[src/rtl/lcd_status_writer.sv]
// HD44780 line-1 status writer: powers up the panel, then keeps "T=<t> F=<f>"
// on line 1. The line is rewritten whenever the {t, f} pair changes.
//
// state    | meaning
// ---------+-----------------------------------------------------------
// PWR_WAIT | power-up delay before the first command
// INIT     | function set, display on, clear, entry mode
// ADDR     | snapshot {t, f}, set DDRAM address to line 1 column 0
// TEXT     | seven character bytes built from the snapshot
// IDLE     | panel matches snapshot; wait for an input change
//
// Every byte runs SETUP (2 cycles) -> STROBE (E_HIGH) -> HOLD (settle time).
module lcd_status_writer #(
   parameter int INIT_WAIT = 750000,
   parameter int E_HIGH    = 25,
   parameter int CMD_WAIT  = 2500,
   parameter int CLR_WAIT  = 100000
) (
   input  logic       clk_50MHZ,
   input  logic       reset,
   input  logic       t,
   input  logic       f,
   inout  wire  [7:0] DATA_BUS,
   output logic       LCD_RW,
   output logic       LCD_E,
   output logic       LCD_RS,
   output logic       ready
);

   typedef enum logic [2:0] {PWR_WAIT, INIT, ADDR, TEXT, IDLE} state_t;
   typedef enum logic [1:0] {SETUP, STROBE, HOLD} phase_t;

   localparam logic [19:0] INIT_LIM = 20'(INIT_WAIT - 1);
   localparam logic [19:0] E_LIM    = 20'(E_HIGH - 1);
   localparam logic [19:0] CMD_LIM  = 20'(CMD_WAIT - 1);
   localparam logic [19:0] CLR_LIM  = 20'(CLR_WAIT - 1);

   state_t      state;
   phase_t      phase;
   logic [19:0] cnt;
   logic [19:0] hold_lim;
   logic [2:0]  idx;
   logic [1:0]  snap;
   logic [7:0]  data_q;
   logic        rs_q;
   logic        e_q;
   logic        ready_q;

   function automatic logic [7:0] init_byte(input logic [2:0] i);
      case (i)
         3'd0:    return 8'h38;
         3'd1:    return 8'h0C;
         3'd2:    return 8'h01;
         default: return 8'h06;
      endcase
   endfunction

   function automatic logic [7:0] text_byte(input logic [2:0] i, input logic [1:0] s);
      case (i)
         3'd0:    return 8'h54;
         3'd1:    return 8'h3D;
         3'd2:    return 8'h30 | {7'd0, s[1]};
         3'd3:    return 8'h20;
         3'd4:    return 8'h46;
         3'd5:    return 8'h3D;
         default: return 8'h30 | {7'd0, s[0]};
      endcase
   endfunction

   // Clear display needs the long settle time; everything else uses the short one.
   always_comb begin
      hold_lim = CMD_LIM;
      if (state == INIT && idx == 3'd2) hold_lim = CLR_LIM;
   end

   // Main sequencer: state, byte phase, counters and all registered pin values.
   always_ff @(posedge clk_50MHZ) begin
      if (reset) begin
         state   <= PWR_WAIT;
         phase   <= SETUP;
         cnt     <= 20'd0;
         idx     <= 3'd0;
         snap    <= 2'b00;
         data_q  <= 8'h00;
         rs_q    <= 1'b0;
         e_q     <= 1'b0;
         ready_q <= 1'b0;
      end else begin
         case (state)
            PWR_WAIT: begin
               if (cnt == INIT_LIM) begin
                  cnt    <= 20'd0;
                  state  <= INIT;
                  phase  <= SETUP;
                  idx    <= 3'd0;
                  data_q <= init_byte(3'd0);
                  rs_q   <= 1'b0;
               end else begin
                  cnt <= cnt + 20'd1;
               end
            end
            IDLE: begin
               // Live inputs are compared here, so changes made during a
               // write coalesce into at most one further refresh.
               if ({t, f} != snap) begin
                  state   <= ADDR;
                  snap    <= {t, f};
                  ready_q <= 1'b0;
                  phase   <= SETUP;
                  cnt     <= 20'd0;
                  data_q  <= 8'h80;
                  rs_q    <= 1'b0;
               end
            end
            default: begin
               case (phase)
                  SETUP: begin
                     if (cnt == 20'd1) begin
                        cnt   <= 20'd0;
                        phase <= STROBE;
                        e_q   <= 1'b1;
                     end else begin
                        cnt <= cnt + 20'd1;
                     end
                  end
                  STROBE: begin
                     if (cnt == E_LIM) begin
                        cnt   <= 20'd0;
                        phase <= HOLD;
                        e_q   <= 1'b0;
                     end else begin
                        cnt <= cnt + 20'd1;
                     end
                  end
                  default: begin
                     if (cnt == hold_lim) begin
                        cnt   <= 20'd0;
                        phase <= SETUP;
                        case (state)
                           INIT: begin
                              if (idx == 3'd3) begin
                                 state  <= ADDR;
                                 snap   <= {t, f};
                                 idx    <= 3'd0;
                                 data_q <= 8'h80;
                                 rs_q   <= 1'b0;
                              end else begin
                                 idx    <= idx + 3'd1;
                                 data_q <= init_byte(idx + 3'd1);
                              end
                           end
                           ADDR: begin
                              state  <= TEXT;
                              idx    <= 3'd0;
                              data_q <= text_byte(3'd0, snap);
                              rs_q   <= 1'b1;
                           end
                           TEXT: begin
                              if (idx == 3'd6) begin
                                 state   <= IDLE;
                                 ready_q <= 1'b1;
                              end else begin
                                 idx    <= idx + 3'd1;
                                 data_q <= text_byte(idx + 3'd1, snap);
                              end
                           end
                           default: ;
                        endcase
                     end else begin
                        cnt <= cnt + 20'd1;
                     end
                  end
               endcase
            end
         endcase
      end
   end

   assign DATA_BUS = data_q;
   assign LCD_RW   = 1'b0;
   assign LCD_E    = e_q;
   assign LCD_RS   = rs_q;
   assign ready    = ready_q;

endmodule

[config.mk]
export PLATFORM = sky130hd
export DESIGN_NAME = lcd_status_writer
export DESIGN_NICKNAME = d
export VERILOG_FILES = /design/src/rtl/lcd_status_writer.sv
export SDC_FILE = /design/constraint.sdc
export NUM_CORES = 1
export LEC_CHECK = 0
export CORE_MARGIN = 3
export CORE_UTILIZATION = 45
export DETAILED_ROUTE_END_ITERATION = 10
export PLACE_DENSITY = 0.65
export SYNTH_ARGS = -nofsm -noshare
export SYNTH_HDL_FRONTEND = slang
export SYNTH_SLANG_ARGS = --single-unit
[constraint.sdc]
create_clock -name clk_50MHZ -period 3.37 [get_ports clk_50MHZ]
set_input_delay 0.674 -clock clk_50MHZ [delete_from_list [all_inputs] [get_ports clk_50MHZ]]
set_output_delay 0.674 -clock clk_50MHZ [all_outputs]
set_load 0.01 [all_outputs]
# After elaboration in Yosys (flattened, before gate mapping)
# Cells that the tools add are included.
# totals
reg_bits,41
word_cells,133
inputBits,4
# op_classes
muxes,61
addsub,2
reduce_logical,27
n_bitwise,3
n_eq_ne,31
# op_table
cell,count
2-to-1 mux 20 bit,5
one-hot mux 20 bit (2 select lines),2
2-to-1 mux 8 bit,6
one-hot mux 7 bit (5 select lines),1
2-to-1 mux 3 bit,11
AND reduction 6 bit,5
one-hot mux 8 bit (3 select lines),1
"adder 20 x 1 -> 20 bit, second input constant",1
"equality test 20 x 1 -> 1 bit, second input constant",1
equality test 20 bit,1
"equality test 20 bit, second input constant",1
"equality test 20 x 5 -> 1 bit, second input constant",1
2-to-1 mux 2 bit,10
"equality test 3 x 2 -> 1 bit, second input constant",6
one-hot mux 3 bit (3 select lines),2
one-hot mux 6 bit (3 select lines),1
2-to-1 mux 17 bit,1
one-hot mux 8 bit (2 select lines),1
nonzero test 2 bit,7
"equality test 3 bit, second input constant",4
one-hot mux 2 bit (2 select lines),3
one-hot mux 3 bit (2 select lines),2
2-to-1 mux 1 bit,11
nonzero test 5 bit,2
22 further kinds,38

# Longest topological paths before layout
# depth
ltp_word,9
depth_mapped,10
ltp_nobuf,8

# Worst setup path before layout
# OpenSTA, ideal clock, no wires.
# synth_path
path_type,register -> register
start,register cnt[1]
end,register cnt[10]
setup_slack_ns,1.015
required_time_ns,3.255
setup_ns,0.115
synth_period_minus_slack_ns,2.355
path_stages_with_launch,11
t_arrival_ns,2.241
path_cell_list,dfxtp_1 inv_1 ha_1 or4b_1 a211o_1 or3_1 buf_2 o31ai_4 o21bai_4 buf_6 nor2_1
# synth_via
elab_chain_cells,4
elab_cells_between_ends,11
classes_between,1 x add/sub; 4 x eq/ne; 6 x mux
# synth_rtl
item,line_no,rtl
"start, declared",40,logic [19:0] cnt;
"start signal, assigned",99,cnt <= cnt + 20'd1;
"start signal, assigned",123,cnt <= cnt + 20'd1;
"start signal, assigned",132,cnt <= cnt + 20'd1;
"adder 20 x 1 -> 20 bit, or another cell as far along",n/a,
"2-to-1 mux 20 bit, on equally long branches","136, 118, 127",
one-hot mux 20 bit (2 select lines),116,case (phase)
one-hot mux 20 bit (2 select lines) *,89,case (state)
# Mark *: on every way between the ends. The rest lies on a longest branch, timed or not.
# A chain may end at the register's enable or synchronous reset.

# Worst setup path after layout
# layout_path
start,register cnt[0]
end,"register data_q[6], in the netlist DATA_BUS[6]"
# layout_via
elab_chain_cells,3
elab_cells_between_ends,5
classes_between,3 x eq/ne; 2 x reduce/logical
# layout_rtl
item,line_no,rtl
"equality test 20 bit, on equally long branches","91, 136",
inequality test 2 bit (no line) or nonzero test 3 bit (tied branches),n/a,
AND reduction 6 bit (no line) *,n/a,
"end signal, assigned",96,data_q <= init_byte(3'd0);
"end signal, assigned",149,data_q <= init_byte(idx + 3'd1);
"end signal, assigned",155,"data_q <= text_byte(3'd0, snap);"
"end, declared",44,logic [7:0] data_q;
# Marks and branches as above.

==> impl_metrics.py <==
metrics = {
    "power_and_ir_drop": {
        "cellLeakagePower_nw": 1.00,
        "comb_power_share_pct": 22.0,
        "p_sw_share_pct": 32.1,
        "p_clk_share_pct": 31.1,
        "p_per_area_nw_per_um2": 422,
        "intPower_mw": 0.793,
        "pwr-share-seq_pct": 46.9,
        "vdd_drop_max_v": 0.000236,
        "switching_power_mw": 0.375,
        "power_mw": 1.17,
    },
    "clock_network": {
        "cts_hold_buf": 0,
        "htree_levels": 2,
        "cts_buffer_depth": 2,
        "cts.clk_slew.worst_paths_ns": 0.09,
        "clock_latency_ns": 0.30,
        "cts_tree": "done",
        "root_buffer": "clkbuf_8",
        "postCtsSetupRepairBufs": 0,
        "clock-sinks": 41,
        "cts-buffers-inserted": 5,
        "cts-resized-gates": 0,
    },
    "detailed_routing": {
        "drc": 0,
        "avgViaCountPerCell": 6.11,
        "dr.pass1.iters": 5,
        "vias": 2384,
        "drtAntennaViolNets": 0,
        "drt_iter0_drc": 250,
        "routed_wl_um": 6480,
        "avgRoutedWirePerCell_um": 16.6,
    },
    "timing": {
        "slew_headroom_pct": 51.0,
        "setup-tns-final_ns": 0,
        "rsz0062_at_grt": "false",
        "hold_viol": 0,
        "fmaxAchievable_mhz": 376,
        "setup_violations": 0,
        "clock_skew_ns": 0.0103,
        "period_share_pct": 79.0,
        "max_slew.worst_pin.slew_ns": 0.732,
        "period_minus_slack_ns": 2.66,
        "drv_slew": 0,
    },
    "final_layout": {
        "layout_common_cells": "dfxtp_1, nor2_1, nand2_1, a21oi_1",
        "stdcell_area_um2": 2770,
        "multiInputGateArea_um2": 1630,
        "seqCellArea_um2": 821,
        "final_nets": 333,
        "n_antenna_cell": 0,
        "syn_to_final_growth_pct": 7.07,
        "layout_commonest_cell": "dfxtp_1",
        "drive_above_1_share_pct": 6.25,
        "fillers": 536,
    },
    "die": {
        "fp-row-count": 26,
        "core_area_um2": 5340,
        "start_util_pct": 48.4,
        "die_h_um": 81.8,
        "io_pins": 16,
        "dieArea_um2": 6690,
        "die_w_um": 81.8,
    },
    "logic_synthesis": {
        "ys_seq_elements": 41,
        "yosysSeqAreaShare_pct": 31.8,
        "ys_warn_count": 0,
        "synth_compound_area_share_pct": 22.5,
        "synthDistinctLibCells": 63,
        "synth_xor_area_share_pct": 5.42,
        "synth_flop_cell": "dfxtp_1",
        "synth_top_family_by_area": "simple AND/OR/NAND/NOR gates",
        "synthArstFlopShare_pct": 0,
        "synthSimpleGateAreaFrac_pct": 27.0,
        "synth_edf_count": 0,
        "syn-instance-count": 320,
        "syn_nets": 334,
        "synthMuxAreaShare_pct": 3.15,
        "synth_area_um2": 2580,
        "synth_fa_ha_area_share_pct": 4.84,
        "syn_avg_cell_area_um2": 8.07,
    },
    "setup_path": {
        "endpoint_kind": "register",
        "start_kind": "register",
        "crit_type": "reg -> reg",
        "worstReg2RegStart": "cnt[0]$_SDFFE_PP0N_",
        "worst-r2r-cell-count": 7,
        "crit_fanout": 9,
        "reg2reg_slack_ns": 0.71,
        "cp_data_arrival_time_ns": 2.90,
        "timing.rr.end": "DATA_BUS[6]$_SDFFE_PP0P_",
        "required_ns": 3.61,
    },
    "grt": {
        "grt_pass1_vias": 2094,
        "grt_usage_pct": 20.9,
        "grt_max_degree": 23,
        "overflow": 0,
        "antenna_found_initial": 0,
        "grt_pass1_wl_um": 10800,
    },
    "placed_design": {
        "portBuffers": 6,
        "dpl-instance-area_um2": 2670,
        "gp_congestion": 0.883,
        "dpl.hpwl_um": 4620,
    },
    "min_path": {
        "min_path_type": "reg -> reg",
        "min_from": "DATA_BUS[6]$_SDFFE_PP0P_",
        "whs_path_depth": 2,
        "worstHoldEndpoint": "DATA_BUS[6]$_SDFFE_PP0P_",
    },
    "status": {
        "status": "complete, no violations",
    },
    "job": {
        "drv_cap": 0,
    },
}
## through the flow
step | utilization [%] | std cells | hold slack [ns] | setup slack, ns
floorplan | - | 320 | 0.460 | 1.01
finish | 51.9 | 390 | 0.496 | 0.709
global route | 51.9 | 390 | 0.535 | 0.432
detailed placement | 50.0 | 382 | 0.486 | 0.498
global placement | 50.0 | 382 | 0.474 | 0.649
CTS | 51.9 | 390 | 0.501 | 0.778
## cell families (layout without fill, tap and decap cells)
| kind of cell | Yosys count | after routing |
|---|---|---|
| adders and majority gates | 10 | 10 |
| muxes | 8 | 8 |
| xor gates and xnor gates | 16 | 16 |
| AOI/OAI and AO/OA | 80 | 80 |
| and+or+nand+nor | 134 | 134 |
| other | 1 | 1 |
| buffers and inverters | 30 | 30 |
| DFF | 41 | 41 |
## critical path, stage by stage, from the launching register on
cell and delay [ns]:
dfxtp_1 0.38, ha_1 0.26, and3_1 0.30, nand4_1 0.13, o21ai_0 0.53, o21ai_2 0.27, or4_1 0.59, a21oi_1 0.14
## flip-flops by register name, indices dropped and copies added, names as in the netlist
name,flops
LCD_E,1
idx,3
LCD_RS,1
ready,1
snap,2
phase,2
state,3
DATA_BUS,8
cnt,20
## Yosys cell counts (all sizes together) (2+ instances only)
cell type,count,area [µm²]
a311oi,7,61.3
and4,2,17.5
nor2,36,135
mux2i,7,70.1
nand3,14,70.1
o31a,2,17.5
nand2b,3,18.8
a21o,5,37.5
xor2,9,78.8
nand3b,2,15.0
nor4,4,31.3
a32oi,2,17.5
dfxtp,41,821
o211ai,3,22.5
a41o,2,20.0
or3,5,31.3
a31oi,5,31.3
xnor2,7,61.3
ha,10,125
nand4,9,56.3
buf,6,43.8
nor4b,2,17.5
a221oi,2,17.5
and3,5,31.3
or4,4,33.8
or2,2,12.5
a21oi,17,85.1
o21ai,14,73.8
o21a,4,30.0
o2bb2ai,2,17.5
nor3,9,45.0
nand2,29,109
a211oi,3,22.5
inv,14,52.6
clkbuf,10,37.5
o21bai,2,26.3
## final cells by class
type	count	area share, %
Clock buffer	7	3.48
Clock inverter	1	0.181
Inverter	14	1.90
Multi-Input combinational cell	249	58.9
Sequential cell	41	29.7
Tap cell	70	3.17
Timing Repair Buffer	8	2.71
## how the worst max path moves through the flow
stage | from | cells after the start | endpoint
floorplan | cnt[1]$_SDFFE_PP0N_ | 10 | cnt[10]$_SDFFE_PP0N_
detailed placement | f | 7 | cnt[19]$_SDFFE_PP0N_
global placement | f | 7 | cnt[17]$_SDFFE_PP0N_
global route | cnt[0]$_SDFFE_PP0N_ | 7 | DATA_BUS[0]$_SDFFE_PP0P_
CTS | cnt[0]$_SDFFE_PP0N_ | 7 | DATA_BUS[6]$_SDFFE_PP0P_
finish | cnt[0]$_SDFFE_PP0N_ | 7 | DATA_BUS[6]$_SDFFE_PP0P_
## metal layers
metal / routed length [µm] / share of wire [%] / vias to the layer above / GRT usage [%]
met5: 0 / 0 / - / 0
met4: 57 / 0.88 / 0 / 4.98
met3: 374 / 5.8 / 6 / 4.61
met2: 2730 / 42 / 78 / 28.4
met1: 3320 / 51 / 1119 / 32.8
li1: - / - / 1181 / -
## power by group through the flow
| stage | combinational [mW] | sequential (mW) | clock (mW) |
|---|---|---|---|
| floorplan | 0.201 | 0.548 | 0 |
| global placement | 0.249 | 0.559 | 0 |
| detailed placement | 0.252 | 0.559 | 0 |
| CTS | 0.253 | 0.548 | 0.373 |
| global route | 0.282 | 0.553 | 0.391 |
| finish | 0.257 | 0.548 | 0.363 |
(Power assumes the default switching activity.)
==> edit 1: new RTL, same flow settings <==
Reset style: asynchronous (`reset`), changed in one clocked block.
--- a/src/rtl/lcd_status_writer.sv
+++ b/src/rtl/lcd_status_writer.sv
@@ -74,7 +74,7 @@
    end
 
    // Main sequencer: state, byte phase, counters and all registered pin values.
-   always_ff @(posedge clk_50MHZ) begin
+   always_ff @(posedge clk_50MHZ or posedge reset) begin
       if (reset) begin
          state   <= PWR_WAIT;
          phase   <= SETUP;
Check against the original RTL: no difference found for any inputs over 10 cycles, from zero or initial values and one cycle with reset high; that may be too few to reach the edited logic, so the function may still have changed.
==> edit 1 against the original RTL <==
Sequential cell count unchanged; worst setup slack worse by 0.0051 ns; routed wire length down 10%; non-clock buffer count up 5; cell area up 3.3%; critical path depth unchanged; area after synthesis up 2.4%; worst hold slack better by 0.0034 ns.
Power is not compared: it rests on default switching activity, and its combinational part moved more than twofold at a synthesized area within 25%.
==> edit 1: results (changes against the original RTL) <==
- Placed Cells: 361 (-5.5%)
- Placed Area: 2770 µm² (+4.1%)
- Share of layout cells above drive strength 1: 0.108 (+0.0452)
- CP max FO: 8 (-1)
- Nets: 310 (-6.9%)
- Vias in the first global route: 2066 (-1.3%)
- CP arrival: 2.85 ns (-0.05 ns)
- Largest net degree at the start of global routing: 28 (+22%)
- Adder-cell share of the synthesized area: 0.0473 (-0.00112)
- GRT Overall Usage: 0.190 (-0.0194)
- Status: completed
- Mux share of post-synthesis cell area: 0.0629 (+0.0314)
- Main area contributors after synthesis: dfrtp_1, ha_1, nor2_1, o21ai_0, mux2_2
- Skew final: 0.00941 ns (-0.000925 ns)
- First-pass GRT wire length: 9850 µm (-8.6%)
- Critical path origin: idx[0]
- WL/cell: 15.8 µm (-5.0%)
- Syn Inst Count: 292 (-8.8%)
- Post-Place Worst Slack: 0.558 ns (+0.0599 ns)
- Post-DP HPWL: 4200 µm (-9.0%)
- Layout fillers: 564 (+5.2%)
- Final period util: 0.791 (+0.00153)
- Reg2reg end: DATA_BUS[5]
- Slew HR: 0.326 (-0.184)
- XOR/XNOR Fraction of Synth Area: 0.0430 (-0.0112)
- Synth top cells by count: dfrtp_1, nor2_1, nand2_1
- Synth Area in Compound Gates: 0.187 (-0.0374)
- WS Path Type: reg2reg
- Vias per cell: 5.99 (-1.9%)
- Ys async rst share: 1.00 (+1.00)
edit 1: changes by cell type after synthesis, sizes merged, moves of 4 or more:
cell	change
a21oi	-9
a311oi	-4
dfrtp	+41
dfxtp	-41
mux2	+9
nand2	-5
nor2	-8
o21a	-4
o21ai	+4
o31ai	+4
or4	-4
xnor2	-4
edit 1: how the worst min path moves through the flow:
stage	cells after the start	to	slack, ns	start
6_report	1	LCD_RS	0.50	LCD_RS
5_1_grt	1	DATA_BUS[4]	0.51	DATA_BUS[4]
4_1_cts	1	LCD_RS	0.50	LCD_RS
3_5_place_dp	1	LCD_RS	0.49	LCD_RS
3_3_place_gp	1	LCD_RS	0.48	LCD_RS
2_1_floorplan	1	snap[0]	0.51	snap[0]
edit 1: metal layers:
metal,up-vias,share of wire,wire (µm),GRT usage
li1,1076,-,-,-
met1,1050,0.48,2820,0.268
met2,72,0.44,2560,0.281
met3,14,0.056,328,0.0456
met4,0,0.019,110,0.0686
met5,-,0,0,0
edit 1: area by class of cell:
class | instances | area, µm² | area share
Clock inverter | 2 | 10.0 | 0.00350
Clock buffer | 6 | 72.6 | 0.0254
Multi-Input combinational cell | 221 | 1490 | 0.523
Tap cell | 72 | 90.1 | 0.0315
Inverter | 14 | 52.6 | 0.0184
Timing Repair Buffer | 13 | 113 | 0.0394
Sequential cell | 41 | 1030 | 0.359
edit 1: cells by family after synthesis:
kind of cell / Yosys count
and+or+nand+nor: 114
AOI/OAI and AO/OA: 68
DFF: 41
buffers and inverters: 30
muxes: 15
xor gates and xnor gates: 13
adders and majority gates: 10
other: 1
edit 1: metrics by stage:
step           utilization  power, W
3_3_place_gp         0.495  0.000535
6_report             0.509  0.000842
5_1_grt              0.509  0.000882
2_1_floorplan            -  0.000526
3_5_place_dp         0.495  0.000536
4_1_cts              0.509  0.000855
edit 1: worst max-delay path, stage by stage (launching register included):
cell and delay [ns]:
dfrtp_1 0.45, inv_1 0.14, ha_1 0.23, nor4b_2 0.31, mux2i_2 0.37, nand3b_1 0.17, a221oi_4 0.49, mux2_2 0.39
edit 1: power by group through the flow:
stage               clock network, W  registers [W]   logic, W
CTS                         0.000329       0.000504  0.0000224
floorplan                          0       0.000512  0.0000137
finish                      0.000317       0.000504  0.0000214
global placement                   0       0.000514  0.0000216
detailed placement                 0       0.000514  0.0000222
global route                0.000352       0.000505  0.0000252
==> edit 2: new RTL, same settings <==
Without the edit above. The parameter `CLR_WAIT` goes from 100000 to 65536.
--- a/src/rtl/lcd_status_writer.sv
+++ b/src/rtl/lcd_status_writer.sv
@@ -14,7 +14,7 @@
    parameter int INIT_WAIT = 750000,
    parameter int E_HIGH    = 25,
    parameter int CMD_WAIT  = 2500,
-   parameter int CLR_WAIT  = 100000
+   parameter int CLR_WAIT  = 65536
 ) (
    input  logic       clk_50MHZ,
    input  logic       reset,
Formal check against the unedited RTL: no difference found for any inputs over 10 cycles, from zero or initial values and one cycle with reset high; that may be too few to reach the edited logic, so the function may still have changed.
==> edit 2 against the original RTL <==
Sequential share of layout area fell by 0.83 points; area after synthesis rose by 1.2%; cell area rose by 2.9%; routed wire length fell by 9.0%; register-to-register slack improved by 0.27 ns; first-iteration DRC count fell by 38%; sequential cell count did not move; worst setup slack improved by 0.21 ns.
Power is not compared: it rests on default switching activity, and its combinational part moved more than twofold at a synthesized area within 25%.
==> edit 2: results (changes against the original RTL) <==
- Mapped Nets: 344 (+3.0%)
- Nets: 346 (+3.9%)
- Share of layout cells above drive strength 1: 0.0636 (+0.00114)
- Placed Area: 2730 µm² (+2.4%)
- Mean Syn Cell Area: 7.99 µm² (-1.0%)
- Hold_sp: DATA_BUS[3]
- Initial DRT Pass Iterations: 4 (-1)
- CP arrival: 2.63 ns (-0.27 ns)
- Post-DP HPWL: 4220 µm (-8.7%)
- Drt total wl: 5900 µm (-9.0%)
- Seq/Total Area, Yosys: 0.314 (-0.00365)
- Skew final: 0.00674 ns (-0.00360 ns)
- Vias in the first global route: 2009 (-4.1%)
- Layout fillers: 522 (-2.6%)
- Post-Layout Cell Count: 402 (+3.1%)
- Worst R2R Setup Slack: 0.98 ns (+0.27 ns)
- First-pass GRT wire length: 9810 µm (-9.0%)
- Worst slew pin tran: 0.815 ns (+0.0831 ns)
- Placed Cells: 394 (+3.1%)
- Status: completed
- CP max FO: 20 (+11)
- RD Place Congestion: 0.880 (-0.37%)
- Reg2reg end: DATA_BUS[7]
- DRT iter0 DRCs: 155 (-38%)
- Worst reg-to-reg path cell count: 5 (-2)
- Post-Place Worst Slack: 0.629 ns (+0.131 ns)
==> edit 2: worst max path at each step <==
stage	startpoint	endpoint	slack [ns]	cells after the start
2_1_floorplan	t	state[0]	1.32	5
3_3_place_gp	t	cnt[8]	0.73	7
3_5_place_dp	t	cnt[9]	0.63	7
4_1_cts	t	cnt[9]	0.94	7
5_1_grt	t	cnt[14]	0.80	7
6_report	t	cnt[9]	0.92	7
==> edit 2: cell families (layout without fill, tap and decap cells) <==
kind of cell    Yosys count  count (layout)  synth area share
compound gates           61              61             0.162
xor+xnor                 19              19            0.0637
fa+ha+maj                13              13            0.0622
buf+inv                  29              32            0.0459
other cells               1               1           0.00143
mux                      13              13            0.0503
simple gates            150             150             0.301
flops                    41              41             0.314
==> edit 2: layout make-up <==
class	instances	area, µm²	area share
clock buffers	7	86.3	0.0303
clock inverters	1	30.0	0.0105
multi-input cells	257	1670	0.588
flip-flops and latches	41	821	0.288
inverters	13	48.8	0.0171
repair buffers	11	97.6	0.0343
well taps	72	90.1	0.0316
==> edit 2: worst max-delay path, stage by stage <==
cell,delay (ns)
clkdlybuf4s50_1,0.50
xor2_1,0.30
o21ai_0,0.23
o311a_1,0.22
o41ai_2,0.34
buf_4,0.29
nor2_1,0.08
==> edit 2: power by group <==
part           internal (W)  switching [W]
clock network      0.000242       0.000169
logic             0.0000167      0.0000252
registers          0.000492     0.00000852
==> edit 2: per-layer routing <==
layer  up-vias  global-route usage  share of wire
li1       1172                   -              -
met1      1052               0.269           0.52
met2        43               0.268           0.42
met3         9              0.0412          0.046
met4         0              0.0681          0.016
met5         -                   0              0
